<file path="src/rtl/tlul_host_bridge.sv">
// TL-UL initiator bridge: req/gnt/rvalid host port to TL-UL A/D channels.
// Optional d_source check against issue order: define TLUL_HOST_SRCCHK_EN.
module tlul_host_bridge #(
  parameter int unsigned MAX_OUTSTANDING = 2,
  parameter logic [7:0]  SOURCE_BASE     = 8'h00,
  localparam int TL_AW  = 32,
  localparam int TL_DW  = 32,
  localparam int TL_AIW = 8,
  localparam int TL_AUW = 16,
  localparam int TL_DBW = 4,
  localparam int TL_SZW = 2
) (
  input  logic              clk_i,
  input  logic              rst_ni,
  input  logic              req_i,
  output logic              gnt_o,
  input  logic [TL_AW-1:0]  addr_i,
  input  logic              we_i,
  input  logic [TL_DW-1:0]  wdata_i,
  input  logic [TL_DBW-1:0] be_i,
  output logic              rvalid_o,
  output logic [TL_DW-1:0]  rdata_o,
  output logic              err_o,
  output logic              tl_a_valid_o,
  output logic [2:0]        tl_a_opcode_o,
  output logic [2:0]        tl_a_param_o,
  output logic [TL_SZW-1:0] tl_a_size_o,
  output logic [TL_AIW-1:0] tl_a_source_o,
  output logic [TL_AW-1:0]  tl_a_address_o,
  output logic [TL_DBW-1:0] tl_a_mask_o,
  output logic [TL_DW-1:0]  tl_a_data_o,
  output logic [TL_AUW-1:0] tl_a_user_o,
  input  logic              tl_a_ready_i,
  input  logic              tl_d_valid_i,
  input  logic [2:0]        tl_d_opcode_i,
  input  logic [TL_AIW-1:0] tl_d_source_i,
  input  logic [TL_DW-1:0]  tl_d_data_i,
  input  logic              tl_d_error_i,
  output logic              tl_d_ready_o
);

  localparam logic [2:0] PUT_FULL = 3'd0;
  localparam logic [2:0] PUT_PART = 3'd1;
  localparam logic [2:0] GET      = 3'd4;
  localparam logic [2:0] ACK      = 3'd0;
  localparam logic [2:0] ACK_DATA = 3'd1;

  localparam int PW = (MAX_OUTSTANDING > 1) ? $clog2(MAX_OUTSTANDING) : 1;
  localparam int CW = $clog2(MAX_OUTSTANDING) + 1;
  localparam logic [PW-1:0] PTR_MAX = PW'(MAX_OUTSTANDING - 1);
  localparam logic [CW-1:0] CNT_MAX = CW'(MAX_OUTSTANDING);

  logic [CW-1:0] cnt_q, cnt_d;
  logic [PW-1:0] issue_ptr_q, retire_ptr_q;
  logic          space;
  logic          stray;
  logic          retire;
  logic          op_bad;
  logic          resp_err;
  logic          unused_bits;

  function automatic logic [PW-1:0] ptr_inc(input logic [PW-1:0] p);
    return (p == PTR_MAX) ? '0 : p + 1'b1;
  endfunction

  // Space uses the registered count, so a retire never frees a slot early.
  assign space        = cnt_q < CNT_MAX;
  assign tl_a_valid_o = rst_ni & req_i & space;
  assign gnt_o        = tl_a_valid_o & tl_a_ready_i;
  assign tl_d_ready_o = 1'b1;

  always_comb begin
    tl_a_opcode_o = PUT_PART;
    unique case (1'b1)
      !we_i:                  tl_a_opcode_o = GET;
      we_i && be_i == 4'hF:   tl_a_opcode_o = PUT_FULL;
      we_i && be_i != 4'hF:   tl_a_opcode_o = PUT_PART;
      default:                tl_a_opcode_o = PUT_PART;
    endcase
  end

  assign tl_a_param_o   = 3'd0;
  assign tl_a_size_o    = TL_SZW'(2);
  assign tl_a_user_o    = '0;
  assign tl_a_source_o  = SOURCE_BASE + TL_AIW'(issue_ptr_q);
  assign tl_a_address_o = {addr_i[TL_AW-1:2], 2'b00};
  assign tl_a_mask_o    = we_i ? be_i : 4'hF;
  assign tl_a_data_o    = we_i ? wdata_i : '0;

  assign stray  = tl_d_valid_i & (cnt_q == '0);
  assign retire = tl_d_valid_i & ~stray;
  assign op_bad = (tl_d_opcode_i != ACK) &&
                  (tl_d_opcode_i != ACK_DATA);

`ifdef TLUL_HOST_SRCCHK_EN
  logic src_bad;
  logic src_sticky_q;
  logic unused_sticky;

  assign src_bad  = tl_d_source_i != (SOURCE_BASE + TL_AIW'(retire_ptr_q));
  assign resp_err = tl_d_error_i | op_bad | stray | src_bad;
  assign unused_sticky = src_sticky_q;
  assign unused_bits   = ^addr_i[1:0];

  always_ff @(posedge clk_i or negedge rst_ni) begin
    if (!rst_ni) begin
      src_sticky_q <= 1'b0;
    end else if (tl_d_valid_i && src_bad) begin
      src_sticky_q <= 1'b1;
    end
  end
`else
  assign resp_err    = tl_d_error_i | op_bad | stray;
  assign unused_bits = ^{addr_i[1:0], tl_d_source_i};
`endif

  always_comb begin
    cnt_d = cnt_q;
    unique case ({gnt_o, retire})
      2'b10:   cnt_d = cnt_q + 1'b1;
      2'b01:   cnt_d = cnt_q - 1'b1;
      default: cnt_d = cnt_q;
    endcase
  end

  always_ff @(posedge clk_i or negedge rst_ni) begin
    if (!rst_ni) begin
      cnt_q        <= '0;
      issue_ptr_q  <= '0;
      retire_ptr_q <= '0;
    end else begin
      cnt_q <= cnt_d;
      if (gnt_o) issue_ptr_q <= ptr_inc(issue_ptr_q);
      if (retire) retire_ptr_q <= ptr_inc(retire_ptr_q);
    end
  end

  always_ff @(posedge clk_i or negedge rst_ni) begin
    if (!rst_ni) begin
      rvalid_o <= 1'b0;
      rdata_o  <= '0;
      err_o    <= 1'b0;
    end else begin
      rvalid_o <= tl_d_valid_i;
      if (tl_d_valid_i) begin
        rdata_o <= (tl_d_opcode_i == ACK_DATA) ? tl_d_data_i : '0;
        err_o   <= resp_err;
      end
    end
  end

endmodule

</file>
<file path="config.mk">
export PLATFORM = sky130hd
export DESIGN_NAME = tlul_host_bridge
export DESIGN_NICKNAME = d
export VERILOG_FILES = /design/src/rtl/tlul_host_bridge.sv
export SDC_FILE = /design/constraint.sdc
export NUM_CORES = 1
export LEC_CHECK = 0
export ABC_AREA = 1
export CORE_ASPECT_RATIO = 0.75
export CORE_MARGIN = 3
export CORE_UTILIZATION = 27
export CTS_CLUSTER_DIAMETER = 30
export CTS_CLUSTER_SIZE = 16
export DETAILED_ROUTE_END_ITERATION = 10
export GPL_ROUTABILITY_DRIVEN = 0
export PLACE_DENSITY_LB_ADDON = 0.25
export SLEW_MARGIN = 10
export SYNTH_ARGS = -nofsm -noshare
export SYNTH_HDL_FRONTEND = slang
export SYNTH_SLANG_ARGS = --single-unit
</file>
<file path="constraint.sdc">
create_clock -name clk_i -period 1.21 [get_ports clk_i]
set_input_delay 0.242 -clock clk_i [delete_from_list [all_inputs] [get_ports clk_i]]
set_output_delay 0.242 -clock clk_i [all_outputs]
set_load 0.03 [all_outputs]
</file>
=== After elaboration in Yosys (flattened, before gate mapping) ===
Index checks and enable logic that the tools add are counted.

* $lt $le $gt $ge: 1
* Reductions and logical operators: 6
* Mux-type cells: 6
* Add/subtract/negate cells: 3
* Bitwise gates (word level): 8
* Eq/ne operators: 5

{| class="wikitable"
|+ Operator list
! cell !! number
|-
| $mux 32 || 2
|-
| $pmux 3 s2 || 1
|-
| $and 1x1->1 || 5
|-
| $eq 4x4->1 const B || 1
|-
| $mux 4 || 1
|-
| $pmux 2 s2 || 1
|-
| $eq 3x1->1 const B || 1
|-
| $ne 3x1->1 const B || 1
|-
| $reduce_bool 3->1 || 1
|-
| $add 2x1->2 const B || 1
|-
| $eq 2x1->1 const B || 1
|-
| $eq 2x2->1 const B || 1
|-
| $logic_and 1x1->1 || 2
|-
| $logic_not 2->1 || 1
|-
| $lt 2x2->1 const B || 1
|-
| $or 1x1->1 || 2
|-
| $reduce_bool 2->1 || 1
|-
| $sub 2x1->2 const B || 1
|-
| $add 1x1->1 const B || 1
|-
| $logic_not 1->1 || 1
|-
| $mux 1 || 1
|-
| $not 1->1 || 1
|}

* Output and inout port bits: 137
* Register bits after elaboration: 37

=== Longest topological paths before layout ===
Gate-level depths: netlist of the first run.

* Depth after elaboration: 6
* Mapped depth: 9
* Mapped depth without buffers: 8

=== Worst setup path before layout of the first run ===
No wires, ideal clock.

* Path kind: register to register
* Start point: reg cnt_q[0]
* End point: reg cnt_q[1]
* Library setup time: 0.117 ns
* Path buffers: 0
* Cell stages (with the launch flop): 8
* Setup slack: -0.059 ns
* Arrival time: 1.152 ns
* Clock period less this slack: 1.269 ns
* Cell sequence: dfrtp_1 -> o21ai_0 -> inv_1 -> ha_1 -> inv_1 -> nand3_1 -> nand2_1 -> nand2_1

* Longest elaborated chain between the ends: 6

{| class="wikitable"
|+ RTL lines
! what !! RTL line !! text
|-
| from (decl) || 53 || <nowiki>logic [CW-1:0] cnt_q, cnt_d;</nowiki>
|-
| from (signal assigned) || 132 || <nowiki>cnt_q <= cnt_d;</nowiki>
|-
| branches (longest 6 deep; another with $lt 2x2->1) || n/a ||
|}

Parallel ways; which one is timed is not known.
A chain may end at the register's enable or synchronous reset.

=== Final worst setup path of the first run ===
* Start point: reg cnt_q[1]
* End point: out gnt_o

* Longest elaborated chain between the ends: 3

{| class="wikitable"
|+ RTL lines
! what !! RTL line !! text
|-
| $lt 2x2->1 || 67 || <nowiki>assign space = cnt_q < CNT_MAX;</nowiki>
|-
| $and 1x1->1 || 68 || <nowiki>assign tl_a_valid_o = rst_ni & req_i & space;</nowiki>
|-
| $and 1x1->1 || 69 || <nowiki>assign gnt_o = tl_a_valid_o & tl_a_ready_i;</nowiki>
|-
| to (decl) || 16 || <nowiki>output logic gnt_o,</nowiki>
|}

No other way between the ends.

==> metrics.txt, run 1 <==
# TYPE chip_impl_metric gauge
chip_impl_info{name="outcome",value="finished with violations"} 1
chip_impl_info{name="failing_checks",value="negative setup slack"} 1
chip_impl_metric{name="p_leak",unit="nW"} 2.23
chip_impl_metric{name="floorplan.core_area",unit="um^2"} 8670
chip_impl_metric{name="max_stage_delay",unit="ns"} 0.41
chip_impl_info{name="synth_top_cells_by_area",value="sky130_fd_sc_hd__dfrtp_1 (37%), sky130_fd_sc_hd__buf_4 (20%), sky130_fd_sc_hd__nand2_1 (16%), sky130_fd_sc_hd__o21ai_2 (11%), sky130_fd_sc_hd__inv_1 (6.5%)"} 1
chip_impl_metric{name="wirelength",unit="um"} 7420
chip_impl_info{name="tritoncts_clock_tree",value="done"} 1
chip_impl_metric{name="grt_overflow",unit=""} 0
chip_impl_metric{name="netlist_instances",unit=""} 317
chip_impl_metric{name="vias_per_cell",unit=""} 4.04
chip_impl_metric{name="detailedRoute.firstIterationViolations",unit=""} 134
chip_impl_metric{name="worst_hold_margin",unit="ns"} 0.212
chip_impl_metric{name="tritoncts_num_sinks",unit=""} 37
chip_impl_metric{name="power.total",unit="mW"} 4.59
chip_impl_info{name="ys.flop_type",value="sky130_fd_sc_hd__dfrtp_1"} 1
chip_impl_metric{name="slew_limit_fails",unit=""} 0
chip_impl_info{name="rsz_0062_raised_after_global_routing",value="yes"} 1
chip_impl_metric{name="finalSetupViolCount",unit=""} 4
chip_impl_metric{name="dp_hpwl",unit="um"} 5510
chip_impl_metric{name="setup-tns-final",unit="ns"} -0.681
chip_impl_metric{name="firstDrtPassIters",unit=""} 4
chip_impl_info{name="yosys.cell_count.top_type",value="sky130_fd_sc_hd__nand2_1"} 1
chip_impl_metric{name="synth-edff-count",unit=""} 0
chip_impl_info{name="critical_path.reg2reg.startpoint",value="cnt_q[1]"} 1
chip_impl_metric{name="syn_area_per_cell",unit="um^2"} 7.81
chip_impl_metric{name="cellPowerDensity",unit="nW/um^2"} 1150
chip_impl_metric{name="groute.usage.overall",unit="%"} 13.5
chip_impl_metric{name="initial_utilization",unit="%"} 28.5
chip_impl_metric{name="route.detailed.wl_per_inst",unit="um"} 13.3
chip_impl_info{name="synthDominantAreaCellType",value="sky130_fd_sc_hd__dfrtp_1"} 1
chip_impl_metric{name="cts.clk_slew.worst_paths",unit="ns"} 0.05
chip_impl_info{name="startpoint_types",value="register"} 1
chip_impl_info{name="cp_slowest_cell",value="sky130_fd_sc_hd__dfrtp_1"} 1
chip_impl_metric{name="clk_latency_worst_skew_pair",unit="ns"} 0.27
chip_impl_metric{name="ctsHoldBuffers",unit=""} 0
chip_impl_metric{name="mapped_cell_area",unit="um^2"} 2470
chip_impl_metric{name="nets",unit=""} 569
chip_impl_metric{name="cts_inserted_buffers",unit=""} 5
chip_impl_metric{name="r2r_setup_slack",unit="ns"} -0.20
chip_impl_metric{name="grt_pass1_wl",unit="um"} 11000
chip_impl_metric{name="synthDominantCellAreaShare",unit="%"} 37.4
chip_impl_metric{name="grt_pass1_vias",unit=""} 2102
chip_impl_info{name="path_common_cell",value="sky130_fd_sc_hd__inv_2"} 1
chip_impl_metric{name="synth-async-reset-ratio",unit="%"} 100
chip_impl_info{name="critical_path.reg2reg.endpoint",value="cnt_q[1]"} 1
chip_impl_info{name="cp-end-kind",value="primary output"} 1
chip_impl_metric{name="reg2reg_depth",unit=""} 9
chip_impl_metric{name="die_area",unit="um^2"} 10400
chip_impl_metric{name="detailedPlace.worstSlack",unit="ns"} -0.704
chip_impl_metric{name="synth.distinct_cells",unit=""} 20
chip_impl_metric{name="max_freq",unit="GHz"} 0.704
chip_impl_metric{name="maximum_count_of_clock_buffers_along_a_single_path",unit=""} 2
chip_impl_metric{name="hold_viol",unit=""} 0
chip_impl_metric{name="flow.area_growth_from_synthesis",unit="%"} 61.1
chip_impl_metric{name="ctsHtreeMaxLevel",unit=""} 2
chip_impl_metric{name="final_layout_size_suffix_gt1_share",unit="%"} 34.8
chip_impl_metric{name="via_count",unit=""} 2261
chip_impl_metric{name="yosys_register_bits",unit=""} 37
chip_impl_metric{name="die_y",unit="um"} 88.9
chip_impl_metric{name="std_cell_rows",unit=""} 29
chip_impl_metric{name="grt_antenna_before_repair",unit=""} 0
chip_impl_info{name="hold_path.class",value="in -> async"} 1
chip_impl_metric{name="n_antenna_cell",unit=""} 0
chip_impl_metric{name="finalCritPeriodShare",unit="%"} 117
chip_impl_metric{name="synth_seq_area_share",unit="%"} 37.4
chip_impl_metric{name="crit_path_time_final",unit="ns"} 1.42
chip_impl_metric{name="drcViolationCount",unit=""} 0
chip_impl_metric{name="die_x",unit="um"} 117
chip_impl_metric{name="top_level_ports",unit=""} 255
chip_impl_metric{name="critical_path_peak_fanout",unit=""} 2
chip_impl_info{name="most_instantiated_cells_after_synthesis",value="sky130_fd_sc_hd__nand2_1 (106), sky130_fd_sc_hd__buf_4 (66), sky130_fd_sc_hd__inv_1 (43)"} 1
chip_impl_metric{name="drt.antenna.violating_nets",unit=""} 0
chip_impl_metric{name="port_buffer_cells",unit=""} 152
chip_impl_metric{name="grt_max_degree",unit=""} 38
chip_impl_metric{name="setup_skew",unit="ns"} 0.00262
chip_impl_metric{name="postLayoutCoreUtil",unit="%"} 46.0
chip_impl_info{name="cell_by_cell_trace_of_the_critical_path",value="inv_2, nand4_1, buf_4, inv_2, buf_6"} 1
chip_impl_metric{name="synth_warnings",unit=""} 0
chip_impl_metric{name="min_setup_slack_post_route",unit="ns"} -0.210
chip_impl_metric{name="maxCapViolCount",unit=""} 0
chip_impl_metric{name="worst-endpoint-arrival",unit="ns"} 1.18
chip_impl_info{name="worstSetupPathType",value="reg -> out"} 1
chip_impl_metric{name="ir_worst_vdd",unit="V"} 0.000674
chip_impl_info{name="cts_root_buffer",value="sky130_fd_sc_hd__clkbuf_16"} 1
chip_impl_metric{name="critPathRequiredTime",unit="ns"} 0.97
## placed cells by master, fill, tap and decap left out, types with 8 or more instances in the layout
master	Yosys	layout
sky130_fd_sc_hd__nand2_1	106	105
sky130_fd_sc_hd__buf_4	66	66
sky130_fd_sc_hd__clkdlybuf4s50_1	0	61
sky130_fd_sc_hd__dfrtp_1	37	37
sky130_fd_sc_hd__inv_1	43	33
sky130_fd_sc_hd__conb_1	2	32
sky130_fd_sc_hd__o21ai_2	30	30
sky130_fd_sc_hd__buf_6	7	27
sky130_fd_sc_hd__inv_2	1	11
sky130_fd_sc_hd__dlymetal6s2s_1	0	8
## area by class of cell
| class | instances | area [um^2] |
|---|---|---|
| Fill cell | 871 | 4690 |
| Timing Repair Buffer | 173 | 1640 |
| Multi-Input combinational cell | 188 | 932 |
| Sequential cell | 37 | 926 |
| Inverter | 45 | 174 |
| Clock buffer | 6 | 139 |
| Tap cell | 108 | 135 |
| Clock inverter | 2 | 37.5 |
## critical path, delay by kind of cell, from the launching register on
family | cells | cell delay [ns]
buffers and inverters | 4 | 0.39
and+or+nand+nor | 1 | 0.11
DFF | 1 | 0.41
## per-layer routing
layer  up-vias  wire length [um]  track usage [%]
met1      1046              3140             17.4
met2        88              3700             22.5
met4         0                72             3.02
met3        12               512             3.99
met5         -                 0                0
li1       1115                 -                -
## per-stage QoR
stage / std cells / cell area, um^2
floorplan: 347 / 2590
global placement: 543 / 3570
detailed placement: 543 / 3570
CTS: 558 / 3870
global route: 559 / 3990
finish: 559 / 3990
## registers in the layout (all words and copies together), names as in the netlist
name	flops
rvalid_o	1
err_o	1
cnt_q	2
rdata_o	32
issue_ptr_q	1
## timing repair
item / 4_1_cts / 5_1_grt
setup buffers: 6 / 1
gates resized for setup: 51 / 37
cloned: 1 / 0
endpoints found under the setup margin: 42 / 25
pin swaps: 5 / 7
## power breakdown
group	switching (mW)	internal (mW)	leakage, nW
clock network	0.490	1.03	0.0831
registers	0.0844	1.33	0.496
logic	0.892	0.762	1.66
## worst max path at each step
| stage | from | cells past startpoint | slack (ns) | end |
|---|---|---|---|---|
| final | cnt_q[1] | 5 | -0.21 | gnt_o |
| after global placement | we_i | 4 | -0.70 | tl_a_mask_o[2] |
| after floorplan | cnt_q[0] | 7 | -0.03 | cnt_q[1] |
| after CTS | cnt_q[1] | 5 | -0.20 | gnt_o |
| after detailed placement | we_i | 4 | -0.70 | tl_a_mask_o[2] |
| after global routing | cnt_q[1] | 5 | -0.28 | gnt_o |
## kinds of logic after synthesis
group                    after synthesis  synth area share [%]
flip-flops                            37                  37.4
buffers and inverters                122                  30.9
XOR/XNOR                               1                 0.354
other                                  2                 0.303
AO/OA/AOI/OAI                         33                  11.2
AND/OR/NAND/NOR                      121                  19.3
adder cells (fa/ha/maj)                1                 0.505
(Power assumes the default switching activity.)
==> run 2: changes to the inputs <==
--- a/config.mk
+++ b/config.mk
@@ -7,7 +7,6 @@
 export LEC_CHECK = 0
 export ABC_AREA = 1
 export CORE_ASPECT_RATIO = 0.75
-export CORE_MARGIN = 3
 export CORE_UTILIZATION = 27
 export CTS_CLUSTER_DIAMETER = 30
 export CTS_CLUSTER_SIZE = 16
==> run 2 against run 1 <==
Against the previous run: the flow still finishes with violations (negative setup slack); global-route usage is 1.2 points higher; critical path depth stayed put; die area is 7.8% lower; via count is 3.6% lower; worst hold slack worse by 0.066 ns; sequential cell count stayed put; worst setup slack better by 0.037 ns; sequential share of layout area is 0.094 points lower; power is 5.8% lower; combinational power hardly changed; non-clock buffer count is 1 lower; critical endpoint unchanged; largest power group unchanged.
==> metrics.txt, run 2 (synthesis results as in run 1) <==
# TYPE chip_impl_metric gauge
chip_impl_info{name="outcome",value="finished with violations"} 1
chip_impl_info{name="failing_checks",value="negative setup slack"} 1
chip_impl_metric{name="drcViolationCount",unit=""} 0
chip_impl_metric{name="setup_skew",unit="ns"} 0.000286
chip_impl_metric{name="p_leak",unit="nW"} 2.30
chip_impl_metric{name="groute.usage.overall",unit="%"} 14.7
chip_impl_metric{name="cts.clk_slew.worst_paths",unit="ns"} 0.06
chip_impl_metric{name="maximum_count_of_clock_buffers_along_a_single_path",unit=""} 2
chip_impl_metric{name="grt_overflow",unit=""} 0
chip_impl_metric{name="firstDrtPassIters",unit=""} 4
chip_impl_metric{name="std_cell_rows",unit=""} 29
chip_impl_metric{name="finalCritPeriodShare",unit="%"} 114
chip_impl_metric{name="vias_per_cell",unit=""} 3.91
chip_impl_metric{name="nets",unit=""} 568
chip_impl_metric{name="r2r_setup_slack",unit="ns"} -0.11
chip_impl_metric{name="critical_path_peak_fanout",unit=""} 2
chip_impl_metric{name="finalNonFillerCells",unit=""} 558
chip_impl_metric{name="ir_worst_vdd",unit="V"} 0.000666
chip_impl_metric{name="via_count",unit=""} 2180
chip_impl_metric{name="final_layout_size_suffix_gt1_share",unit="%"} 36.7
chip_impl_metric{name="floorplan.core_area",unit="um^2"} 8670
chip_impl_metric{name="n_antenna_cell",unit=""} 0
chip_impl_metric{name="crit_path_time_final",unit="ns"} 1.38
chip_impl_metric{name="maxCapViolCount",unit=""} 0
chip_impl_metric{name="initial_utilization",unit="%"} 28.5
chip_impl_info{name="startpoint_types",value="input pin"} 1
chip_impl_metric{name="die_y",unit="um"} 84.9
chip_impl_metric{name="port_buffer_cells",unit=""} 152
chip_impl_info{name="cp-end-kind",value="primary output"} 1
chip_impl_metric{name="grt_pass1_vias",unit=""} 2080
chip_impl_info{name="layout_top_registers",value="rdata_o x32, cnt_q x2"} 1
chip_impl_metric{name="cellPowerDensity",unit="nW/um^2"} 1080
chip_impl_info{name="cp_slowest_cell",value="sky130_fd_sc_hd__clkdlybuf4s50_1"} 1
chip_impl_metric{name="largest_reg_flops",unit=""} 32
chip_impl_info{name="rsz_0062_raised_after_global_routing",value="yes"} 1
chip_impl_metric{name="die_area",unit="um^2"} 9560
chip_impl_info{name="hold_path.class",value="in -> async"} 1
chip_impl_info{name="critPathTopFamily",value="buffers and inverters"} 1
chip_impl_metric{name="hold_viol",unit=""} 0
chip_impl_metric{name="critPathRequiredTime",unit="ns"} 0.97
chip_impl_metric{name="wirelength",unit="um"} 7050
chip_impl_metric{name="clk_latency_worst_skew_pair",unit="ns"} 0.27
chip_impl_metric{name="tritoncts_num_sinks",unit=""} 37
chip_impl_info{name="cell_by_cell_trace_of_the_critical_path",value="clkdlybuf4s50_1, nand4_1, buf_4, inv_2, buf_6"} 1
chip_impl_metric{name="min_setup_slack_post_route",unit="ns"} -0.173
chip_impl_metric{name="top_level_ports",unit=""} 255
chip_impl_metric{name="cts_inserted_buffers",unit=""} 5
chip_impl_metric{name="postLayoutCoreUtil",unit="%"} 46.2
chip_impl_info{name="top_register",value="rdata_o"} 1
chip_impl_metric{name="detailedRoute.firstIterationViolations",unit=""} 64
chip_impl_metric{name="finalSetupViolCount",unit=""} 4
chip_impl_metric{name="worst-endpoint-arrival",unit="ns"} 1.14
chip_impl_info{name="worst_setup_startpoint",value="req_i"} 1
chip_impl_metric{name="worstPathBufferInverterCount",unit=""} 4
chip_impl_metric{name="die_x",unit="um"} 113
chip_impl_info{name="cts_root_buffer",value="sky130_fd_sc_hd__clkbuf_16"} 1
chip_impl_metric{name="dp_hpwl",unit="um"} 5390
chip_impl_info{name="tritoncts_clock_tree",value="done"} 1
chip_impl_metric{name="grt_max_degree",unit=""} 38
chip_impl_metric{name="drt.antenna.violating_nets",unit=""} 0
chip_impl_metric{name="max_freq",unit="GHz"} 0.723
chip_impl_info{name="final_common_cell",value="sky130_fd_sc_hd__nand2_1"} 1
chip_impl_info{name="commonest_cells_after_routing_fill_and_taps_aside",value="sky130_fd_sc_hd__nand2_1 (105), sky130_fd_sc_hd__buf_4 (58), sky130_fd_sc_hd__clkdlybuf4s50_1 (50)"} 1
chip_impl_info{name="worstSetupPathType",value="in -> out"} 1
chip_impl_metric{name="reg2reg_depth",unit=""} 8
chip_impl_metric{name="placedCellCount",unit=""} 544
chip_impl_metric{name="ctsHtreeMaxLevel",unit=""} 2
chip_impl_metric{name="max_stage_delay",unit="ns"} 0.47
chip_impl_metric{name="ctsHoldBuffers",unit=""} 0
chip_impl_info{name="critical_path.reg2reg.endpoint",value="cnt_q[1]"} 1
chip_impl_metric{name="grt_antenna_before_repair",unit=""} 0
chip_impl_metric{name="flow.area_growth_from_synthesis",unit="%"} 61.7
chip_impl_metric{name="slew_limit_fails",unit=""} 0
chip_impl_metric{name="route.detailed.wl_per_inst",unit="um"} 12.6
chip_impl_metric{name="grt_pass1_wl",unit="um"} 11000
chip_impl_info{name="critical_path.reg2reg.startpoint",value="cnt_q[1]"} 1
## run 2: cell types whose count changed in the layout (fill, tap and decap cells not counted), moves of 2 or more
cell | previous run | this run
sky130_fd_sc_hd__inv_1 | 33 | 23
sky130_fd_sc_hd__buf_6 | 27 | 31
sky130_fd_sc_hd__buf_12 | 2 | 6
sky130_fd_sc_hd__dlymetal6s2s_1 | 8 | 17
sky130_fd_sc_hd__clkinv_2 | 0 | 2
sky130_fd_sc_hd__dlygate4sd2_1 | 6 | 8
sky130_fd_sc_hd__buf_4 | 66 | 58
sky130_fd_sc_hd__inv_2 | 11 | 21
sky130_fd_sc_hd__clkdlybuf4s50_1 | 61 | 50
## run 2: stage by stage
step           setup TNS [ns]  area, um^2  hold slack, ns  setup slack (ns)  power (mW)
2_1_floorplan         -0.0280        2590         -0.0536           -0.0280        2.49
3_3_place_gp           -25.55        3630           0.468            -0.740        2.84
3_5_place_dp           -25.49        3630           0.470            -0.759        2.86
4_1_cts                -0.431        3880           0.190            -0.193        4.35
5_1_grt                -0.692        4000           0.221            -0.240        4.57
6_report               -0.452        4000           0.146            -0.173        4.32
## run 2: timing repair
| item | in CTS | in global routing |
|---|---|---|
| buffers inserted | 6 | 0 |
| setup endpoints to repair | 41 | 29 |
| pin swaps | 5 | 5 |
| gates resized for setup | 59 | 48 |
## run 2: worst max path at each step
stage                           to  slack, ns  cells past startpoint
floorplan                 cnt_q[1]      -0.03                      7
global placement    tl_a_mask_o[3]      -0.74                      4
detailed placement  tl_a_mask_o[1]      -0.76                      4
CTS                          gnt_o      -0.19                      5
global route                 gnt_o      -0.24                      5
finish                       gnt_o      -0.17                      5
## run 2: area by class of cell
cell class,count,area [um^2]
fill,860,4670
timing repair buffer,172,1700
multi-input combinational,188,930
sequential,37,926
inverter,45,171
tap,108,135
clock buffer,5,125
clock inverter,3,17.5
## run 2: where the power goes
part,total (mW),leakage [nW],switching [mW],internal (mW)
logic,1.67,1.73,0.901,0.772
clock network,1.24,0.0696,0.486,0.754
registers,1.41,0.496,0.0764,1.33
total,4.32,2.30,1.46,2.86
## run 2: routing by layer
layer | GRT usage [%] | wire [um] | up-vias
met5 | 0 | 0 | -
li1 | - | - | 1111
met3 | 4.14 | 448 | 6
met1 | 19.9 | 3260 | 977
met4 | 2.91 | 41 | 0
met2 | 23.5 | 3310 | 86
## run 2: worst reg2reg max path: stages, from the launching register on
cell and delay [ns]:
sky130_fd_sc_hd__dfrtp_1 0.40, sky130_fd_sc_hd__buf_4 0.16, sky130_fd_sc_hd__o21ai_4 0.13, sky130_fd_sc_hd__inv_2 0.07, sky130_fd_sc_hd__ha_4 0.24, sky130_fd_sc_hd__inv_2 0.05
sky130_fd_sc_hd__nand3_1 0.06, sky130_fd_sc_hd__nand2_1 0.06, sky130_fd_sc_hd__nand2_1 0.05
==> run 3: changes to the inputs <==
--- a/config.mk
+++ b/config.mk
@@ -13,7 +13,7 @@
 export DETAILED_ROUTE_END_ITERATION = 10
 export GPL_ROUTABILITY_DRIVEN = 0
 export PLACE_DENSITY_LB_ADDON = 0.25
-export SLEW_MARGIN = 10
+export SLEW_MARGIN = 20
 export SYNTH_ARGS = -nofsm -noshare
 export SYNTH_HDL_FRONTEND = slang
 export SYNTH_SLANG_ARGS = --single-unit
==> results of run 3 <==
The final DEF is identical to that of run 2; final timing and power are the same.
